$ cat src/rtl/ps2_scan_fifo.sv
// rtl/ps2_scan_fifo.sv - PS/2 scan-code receiver with break-code filter and FIFO
//
// Receives PS/2 keyboard frames, drops released-key codes (F0 xx) and queues the rest.
// Ports:
//   clk, rst        system clock, synchronous active-high reset
//   ps2c, ps2d      asynchronous PS/2 clock and data lines
//   rd_fifo         pop the FIFO head (ignored while empty)
//   rd_data         FIFO head byte, first-word fall-through
//   fifo_empty      FIFO holds no entries
//   fifo_full       FIFO holds 2^FIFO_AW entries
//   rx_data         last validly framed byte (any code)
//   rx_done_tick    one-cycle pulse per validly framed byte
//   breakcode       one-cycle pulse when a released-key code is dropped
//   overflow        sticky, a byte was lost to a full FIFO
module ps2_scan_fifo #(
  parameter int FILT_LEN = 8,
  parameter int TIMEOUT  = 65536,
  parameter int FIFO_AW  = 4
) (
  input  logic       clk,
  input  logic       rst,
  input  logic       ps2c,
  input  logic       ps2d,
  input  logic       rd_fifo,
  output logic [7:0] rd_data,
  output logic       fifo_empty,
  output logic       fifo_full,
  output logic [7:0] rx_data,
  output logic       rx_done_tick,
  output logic       breakcode,
  output logic       overflow
);

  localparam int FCW   = $clog2(FILT_LEN + 1);
  localparam int TW    = $clog2(TIMEOUT);
  localparam int DEPTH = 2 ** FIFO_AW;

  typedef enum logic [1:0] {IDLE, DATA, LOAD} state_t;

  // Synchronizers and clock filter
  logic           c_s1, c_s2, d_s1, d_s2;
  logic           c_filt, c_filt_d;
  logic [FCW-1:0] filt_cnt;
  logic           fall;

  // Receiver
  state_t         state;
  logic [3:0]     bit_cnt;
  logic [10:0]    frame;
  logic [TW-1:0]  to_cnt;
  logic           break_pend;
  logic           wr_req;
  logic [10:0]    frame_nx;
  logic           frame_ok;
  logic [7:0]     byte_nx;

  // FIFO
  logic [7:0]       mem [DEPTH];
  logic [FIFO_AW:0] wr_ptr, rd_ptr;
  logic             do_wr, do_rd;

  always_ff @(posedge clk) begin
    if (rst) begin
      c_s1     <= 1'b1;
      c_s2     <= 1'b1;
      d_s1     <= 1'b1;
      d_s2     <= 1'b1;
      c_filt   <= 1'b1;
      c_filt_d <= 1'b1;
      filt_cnt <= '0;
    end else begin
      c_s1     <= ps2c;
      c_s2     <= c_s1;
      d_s1     <= ps2d;
      d_s2     <= d_s1;
      c_filt_d <= c_filt;
      // filt_cnt counts consecutive samples that disagree with the filtered level
      if (c_s2 == c_filt) begin
        filt_cnt <= '0;
      end else if (filt_cnt == FCW'(FILT_LEN - 1)) begin
        c_filt   <= c_s2;
        filt_cnt <= '0;
      end else begin
        filt_cnt <= filt_cnt + 1'b1;
      end
    end
  end

  assign fall = c_filt_d & ~c_filt;

  // Frame as it will look after shifting in the current data bit. The start bit
  // is shifted in from IDLE, so after ten more strobes frame[0] is the start bit.
  always_comb begin
    frame_nx = {d_s2, frame[10:1]};
    byte_nx  = frame_nx[8:1];
    frame_ok = ~frame_nx[0] & frame_nx[10] & (^frame_nx[9:1]);
  end

  // bit_cnt holds the number of frame bits still to come after the start bit.
  // Tick, rx_data and break classification are registered on the final strobe
  // so they are visible during the LOAD cycle.
  always_ff @(posedge clk) begin
    if (rst) begin
      state        <= IDLE;
      bit_cnt      <= '0;
      frame        <= '0;
      to_cnt       <= '0;
      break_pend   <= 1'b0;
      wr_req       <= 1'b0;
      rx_data      <= 8'h00;
      rx_done_tick <= 1'b0;
      breakcode    <= 1'b0;
    end else begin
      rx_done_tick <= 1'b0;
      breakcode    <= 1'b0;
      wr_req       <= 1'b0;
      case (state)
        IDLE: begin
          if (fall && !d_s2) begin
            frame   <= frame_nx;
            bit_cnt <= 4'd10;
            to_cnt  <= '0;
            state   <= DATA;
          end
        end
        DATA: begin
          if (fall) begin
            frame   <= frame_nx;
            bit_cnt <= bit_cnt - 4'd1;
            to_cnt  <= '0;
            if (bit_cnt == 4'd1) begin
              state <= LOAD;
              if (frame_ok) begin
                rx_done_tick <= 1'b1;
                rx_data      <= byte_nx;
                if (byte_nx == 8'hF0 && !break_pend) begin
                  break_pend <= 1'b1;
                end else if (break_pend) begin
                  // released-key target (a second F0 counts as one too)
                  break_pend <= 1'b0;
                  breakcode  <= 1'b1;
                end else begin
                  wr_req <= 1'b1;
                end
              end
            end
          end else if (to_cnt == TW'(TIMEOUT - 1)) begin
            state   <= IDLE;
            bit_cnt <= '0;
            to_cnt  <= '0;
          end else begin
            to_cnt <= to_cnt + 1'b1;
          end
        end
        LOAD: begin
          state <= IDLE;
        end
        default: begin
          state <= IDLE;
        end
      endcase
    end
  end

  // FIFO: rx_data already holds the byte during the wr_req cycle
  assign fifo_empty = (wr_ptr == rd_ptr);
  assign fifo_full  = (wr_ptr[FIFO_AW] != rd_ptr[FIFO_AW]) &&
                      (wr_ptr[FIFO_AW-1:0] == rd_ptr[FIFO_AW-1:0]);
  assign do_rd      = rd_fifo & ~fifo_empty;
  assign do_wr      = wr_req & (~fifo_full | do_rd);
  assign rd_data    = mem[rd_ptr[FIFO_AW-1:0]];

  always_ff @(posedge clk) begin
    if (rst) begin
      wr_ptr   <= '0;
      rd_ptr   <= '0;
      overflow <= 1'b0;
    end else begin
      if (do_wr) wr_ptr <= wr_ptr + 1'b1;
      if (do_rd) rd_ptr <= rd_ptr + 1'b1;
      if (wr_req && !do_wr) overflow <= 1'b1;
    end
  end

  always_ff @(posedge clk) begin
    if (do_wr) mem[wr_ptr[FIFO_AW-1:0]] <= rx_data;
  end

endmodule

$ cat config.mk
export PLATFORM = sky130hd
export DESIGN_NAME = ps2_scan_fifo
export DESIGN_NICKNAME = d
export VERILOG_FILES = /design/src/rtl/ps2_scan_fifo.sv
export SDC_FILE = /design/constraint.sdc
export NUM_CORES = 1
export LEC_CHECK = 0
export CAP_MARGIN = 20
export CORE_MARGIN = 4
export CORE_UTILIZATION = 25
export CTS_BUF_LIST = sky130_fd_sc_hd__clkbuf_16
export CTS_CLUSTER_DIAMETER = 150
export DETAILED_ROUTE_END_ITERATION = 7
export GPL_TIMING_DRIVEN = 0
export HOLD_SLACK_MARGIN = 0.08
export MAX_ROUTING_LAYER = met4
export PLACE_DENSITY = 0.47
export SETUP_SLACK_MARGIN = 0.15
export SLEW_MARGIN = 5
export SYNTH_ARGS = -nofsm -noshare
export SYNTH_HDL_FRONTEND = slang
export SYNTH_SLANG_ARGS = --single-unit
$ cat constraint.sdc
create_clock -name clk -period 4.7 [get_ports clk]
set_input_delay 0.705 -clock clk [delete_from_list [all_inputs] [get_ports clk]]
set_output_delay 0.705 -clock clk [all_outputs]
set_load 0.01 [all_outputs]
==> results of run 1 <==
-- metal layers --
| metal | vias to the layer above | GRT usage |
|---|---|---|
| li1 | 2010 | - |
| met1 | 2159 | 0.123 |
| met2 | 54 | 0.178 |
| met3 | 6 | 0.0248 |
| met4 | 0 | 0.0236 |
| met5 | - | - |
-- final cells by class --
type | count | area [um^2]
fill | 3043 | 21600
clock inverter | 15 | 178
tap | 396 | 495
multi-input combinational | 282 | 2510
sequential | 197 | 5230
timing repair buffer | 25 | 248
inverter | 14 | 52.6
buffer | 21 | 105
clock buffer | 17 | 425
-- critical path, stage by stage, from the launching register on --
cell and delay, ps:
dfxtp_1 440, buf_1 560, mux4_2 470, mux4_2 500, clkdlybuf4s50_1 510
-- worst min-delay path by stage --
stage	startpoint	to	slack (ps)
after floorplan	c_s1$_SDFF_PP1_	c_s2$_SDFF_PP1_	390
after global placement	d_s1$_SDFF_PP1_	d_s2$_SDFF_PP1_	400
after detailed placement	c_s1$_SDFF_PP1_	c_s2$_SDFF_PP1_	400
after CTS	c_s1$_SDFF_PP1_	c_s2$_SDFF_PP1_	410
after global routing	d_s1$_SDFF_PP1_	d_s2$_SDFF_PP1_	420
final	c_s1$_SDFF_PP1_	c_s2$_SDFF_PP1_	410
-- cells in the mapped netlist (all sizes together) (6+ instances only) --
cell,number
nand4,9
ha,13
nor2,47
or2,6
nor3,6
a21oi,18
mux4,40
xor2,11
edfxtp,128
buf,13
clkbuf,8
nor2b,6
nand3,6
and3,18
inv,14
mux2i,13
dfxtp,69
xnor2,20
nand2,32
-- sequential cells by signal, summed over array words and instances (netlist names), named ones only --
| name | cells |
|---|---|
| break_pend | 1 |
| rx_done_tick | 1 |
| rd_ptr | 5 |
| mem | 128 |
| to_cnt | 16 |
| c_filt | 1 |
| overflow | 1 |
| wr_ptr | 5 |
| bit_cnt | 4 |
| c_filt_d | 1 |
| rx_data | 8 |
| wr_req | 1 |
| d_s2 | 1 |
| breakcode | 1 |
| c_s2 | 1 |
| frame | 10 |
| d_s1 | 1 |
| c_s1 | 1 |
| state | 2 |
| filt_cnt | 4 |
-- kinds of logic (layout without fill, tap and decap cells) --
family,Yosys count,in the layout,share of synthesized area
AOI/OAI and AO/OA,33,33,0.0298
xor gates and xnor gates,32,32,0.0373
adders and majority gates,13,13,0.0206
buffers and inverters,35,92,0.0200
DFF,197,197,0.663
muxes,54,54,0.133
and+or+nand+nor,150,150,0.0970
-- report_power, final --
group          internal [mW]  total [mW]  switching, mW
Clock                  0.769        1.48          0.706
Combinational        0.00676      0.0202         0.0135
Sequential              1.82        1.82       0.000750
Total                   2.60        3.32          0.721
-- metrics by stage --
step | cell area, um^2 | setup WS, ps | instances
2_1_floorplan | 7890 | 2340 | 514
3_3_place_gp | 8620 | 1330 | 934
3_5_place_dp | 8630 | 1500 | 935
4_1_cts | 9240 | 1030 | 967
5_1_grt | 9240 | 930 | 967
6_report | 9240 | 1090 | 967
==> impl_metrics.ini, run 1 <==
[sta]
setup_tns_ps = 0
tightest_slew_ps = 858
relSlewSlack = 0.428
period_minus_slack_ps = 3610
whs_ps = 411
clock_skew_ps = 15.8
fmax_mhz = 277
rsz0062_at_grt = false
hold_viol = 0
setup_violations = 0
fin_crit_sh = 0.767
final_max_slew_viol_count = 0

[yosys]
yosysWarnings = 0
syn_area_per_cell_um2 = 15.3
synthTopCellsByArea = edfxtp_1 (49%), dfxtp_1 (18%), mux4_2 (11%)
yosysTopAreaCellShare = 0.487
synth.ff_latch_count = 197
ys_seq_area_frac = 0.663
syn-instance-count = 514
synth_edf_count = 128
synth_cell_types = 48
syn_nets = 532
syn_area_mm2 = 0.00789
yosysTopAreaCell = edfxtp_1
ys.flop_type = edfxtp_1
async_flop_share = 0

[floorplanning]
fp.dieH_um = 186
dieArea_mm2 = 0.0344
core_mm2 = 0.0308
std_cell_rows = 64
initial_core_util = 0.256
fp.dieW_um = 186
pin_count = 26

[layout]
area_delta_synth_final_pct = 17.1
layout_commonest_cell = edfxtp_1
fin_util = 0.300
drive_gt1_frac = 0.173
fin_nets = 576
mostFrequentLayoutCells = edfxtp_1 (128), dfxtp_1 (69), nor2_1 (46)
n_antenna_cell = 0

[setup_path]
path_max_fanout = 10
r2r-end = mem[1][6]$_DFFE_PP_
reg2regPathDepth = 5
critPathLaunchType = flip-flop
reg2reg_slack_ps = 2270
critPathCapture = rd_data[6]
crit_type = flip-flop to output port
crit_required_ps = 3990
cp.arrival_ps = 2900
r2r_start = wr_ptr[4]$_SDFFE_PP0P_
cp-end-kind = output port

[status]
outcome = completed

[clock_tree]
cts_setup_buffers = 0
post_cts_resized = 0
path_clk_slew_ps = 80
root_buffer = clkbuf_16
clockBufferDepth = 2
postCtsHoldBufs = 0
numCtsBuffers = 17
clock_latency_ps = 430
htree_levels = 4
cts_tree = done
clock_sinks = 197

[routing]
route.detailed.drc = 0
wire_per_inst_um = 17.1
drtIter0Drc = 264
routed.top_layer = met4
viasPerCell = 4.37
wl_met1_um = 7420
wl_met2_um = 8590
ant_nets = 0
wirelength_um = 16600
vias = 4229
wl_met3_um = 476
dr.pass1.iters = 4

[placed_design]
hpwl_um = 11100
gp_routability_congestion = 0.733
portBuffers = 24

[grt]
grt_max_degree = 21
grt_overflow = 0
grt_pass1_wl_um = 25900
antenna_found_initial = 0
grt_usage = 0.103
grt_pass1_vias = 4469

[power_and_ir_drop]
max-vdd-ir-drop_mv = 0.224
cellLeakagePower_nw = 3.02
finalPower_mw = 3.32
power.density_mw_per_mm2 = 359

[min_path]
hold_class = flip-flop to flip-flop
whs_path_depth = 1

[run]
cap_violations = 0
(Power assumes the default switching activity.)
==> run 2, diff against run 1 <==
==> constraint.sdc (replaced) <==
create_clock -name clk -period 3.7 [get_ports clk]
set_input_delay 0.555 -clock clk [delete_from_list [all_inputs] [get_ports clk]]
set_output_delay 0.555 -clock clk [all_outputs]
set_load 0.01 [all_outputs]
==> run 2 against run 1 <==
  * Clock power is 26% higher
  * Flip-flop and latch count did not move
  * Register-to-register slack worse by 1000 ps
  * Die area unchanged
  * Total power increased by 27%
  * Count of clock-buffer cells in the layout stayed put
  * Non-clock buffer count did not move
  * Design area about the same
  * Critical endpoint unchanged
  * Largest cell class unchanged
==> impl_metrics.ini, run 2 (same netlist as run 1, synthesis figures left out) <==
[status]
outcome = completed

[power_and_ir_drop]
finalPower_mw = 4.21
switching_power_mw = 0.912
comb_power_share = 0.006
switching_share = 0.217
max-vdd-ir-drop_mv = 0.284
cellLeakagePower_nw = 3.03
p_int_mw = 3.30
clock_power_share = 0.444
power.density_mw_per_mm2 = 456
p_seq_frac = 0.549

[clock_tree]
clock_latency_ps = 420
numCtsBuffers = 17
path_clk_slew_ps = 70
postCtsHoldBufs = 0
htree_levels = 4
post_cts_resized = 0
cts_tree = done
root_buffer = clkbuf_16
cts_setup_buffers = 0
clock_sinks = 197
clockBufferDepth = 2

[layout]
area_delta_synth_final_pct = 17.2
fin_nets = 576
layout_commonest_cell = edfxtp_1
drive_gt1_frac = 0.179
mostFrequentLayoutCells = edfxtp_1 (128), dfxtp_1 (69), nor2_1 (46)
n_antenna_cell = 0
largest_reg_flops = 128

[routing]
wl_met3_um = 525
routed.top_layer = met4
drtIter0Drc = 270
wl_met2_um = 8650
wl_met1_um = 7270
dr.pass1.iters = 4
vias = 4222
ant_nets = 0
wirelength_um = 16500
route.detailed.drc = 0
wire_per_inst_um = 17.1
viasPerCell = 4.37

[setup_path]
critPathLaunchType = flip-flop
cpPeakStageDelay_ps = 600
cp.arrival_ps = 2820
worst_path_most_repeated_cell = mux4_2
crit_chain = buf_2 -> buf_4 -> mux4_2 -> mux4_2 -> clkdlybuf4s50_1
crit_type = flip-flop to output port
path_max_fanout = 10
crit_required_ps = 3140
worst-path-buf-inv = 3
cpLargestDelayFamily = multiplexers
cp-end-kind = output port
slowest_stage = mux4_2

[grt]
grt_max_degree = 21
grt_usage = 0.103
grt_pass1_wl_um = 25900
grt_overflow = 0
antenna_found_initial = 0
grt_pass1_vias = 4469

[run]
cap_violations = 0

[floorplanning]
std_cell_rows = 64
core_mm2 = 0.0308
initial_core_util = 0.256
pin_count = 26
fp.dieW_um = 186
dieArea_mm2 = 0.0344
fp.dieH_um = 186

[placed_design]
portBuffers = 24
gp_routability_congestion = 0.733
hpwl_um = 11100

[sta]
hold_viol = 0
setup_tns_ps = 0
fin_crit_sh = 0.913
setup_violations = 0
rsz0062_at_grt = false
fmax_mhz = 296
relSlewSlack = 0.436
final_max_slew_viol_count = 0
period_minus_slack_ps = 3380
clock_skew_ps = 16.8
tightest_slew_ps = 846

[min_path]
hold_class = flip-flop to flip-flop
-- run 2: metrics by stage --
step / instances / worst slack, ps / hold slack [ps] / area, um^2 / utilization
after detailed placement: 935 / 654 / 395 / 8630 / 0.280
after global routing: 967 / 191 / 423 / 9240 / 0.300
after CTS: 967 / 180 / 413 / 9240 / 0.300
after global placement: 934 / 483 / 395 / 8620 / 0.280
final: 967 / 322 / 411 / 9240 / 0.300
after floorplan: 514 / 1490 / 389 / 7890 / -
-- run 2: path summary, 6_finish.rpt --
| kind | startpoint | endpoint | slack (ps) | depth (start not counted) |
|---|---|---|---|---|
| max reg2reg | wr_ptr[4]$_SDFFE_PP0P_ | mem[1][6]$_DFFE_PP_ | 1260 | 5 |
| min | c_s1$_SDFF_PP1_ | c_s2$_SDFF_PP1_ | 410 | 1 |
| max | flip-flop | rd_data[6] | 320 | 5 |
| min reg2reg | c_s1$_SDFF_PP1_ | c_s2$_SDFF_PP1_ | 410 | 1 |
-- run 2: area by class of cell --
type                            count  area [um^2]
Inverter                           14         52.6
Clock inverter                     15          178
Sequential cell                   197         5230
Fill cell                        3040        21600
Buffer                             21          109
Timing Repair Buffer               25          248
Multi-Input combinational cell    282         2510
Tap cell                          396          495
Clock buffer                       17          425
-- run 2: worst register-to-register path, cell delays in order (launching register included) --
cell and delay [ps]:
dfxtp_1 330, xnor2_1 470, or2_2 250, o21a_4 170
clkbuf_1 270, and3_1 580
-- run 2: power groups by stage --
| stage | clock [mW] | sequential (mW) | combinational [mW] |
|---|---|---|---|
| after global placement | 0 | 2.36 | 0.0257 |
| after detailed placement | 0 | 2.36 | 0.0264 |
| after CTS | 1.92 | 2.31 | 0.0265 |
| after global routing | 2.02 | 2.31 | 0.0288 |
| final | 1.87 | 2.31 | 0.0256 |
| after floorplan | 0 | 2.36 | 0.0155 |
-- run 2: per-layer routing --
metal,vias to the layer above,global-route usage
met5,-,-
li1,2014,-
met4,0,0.0236
met2,56,0.178
met1,2148,0.123
met3,4,0.0248
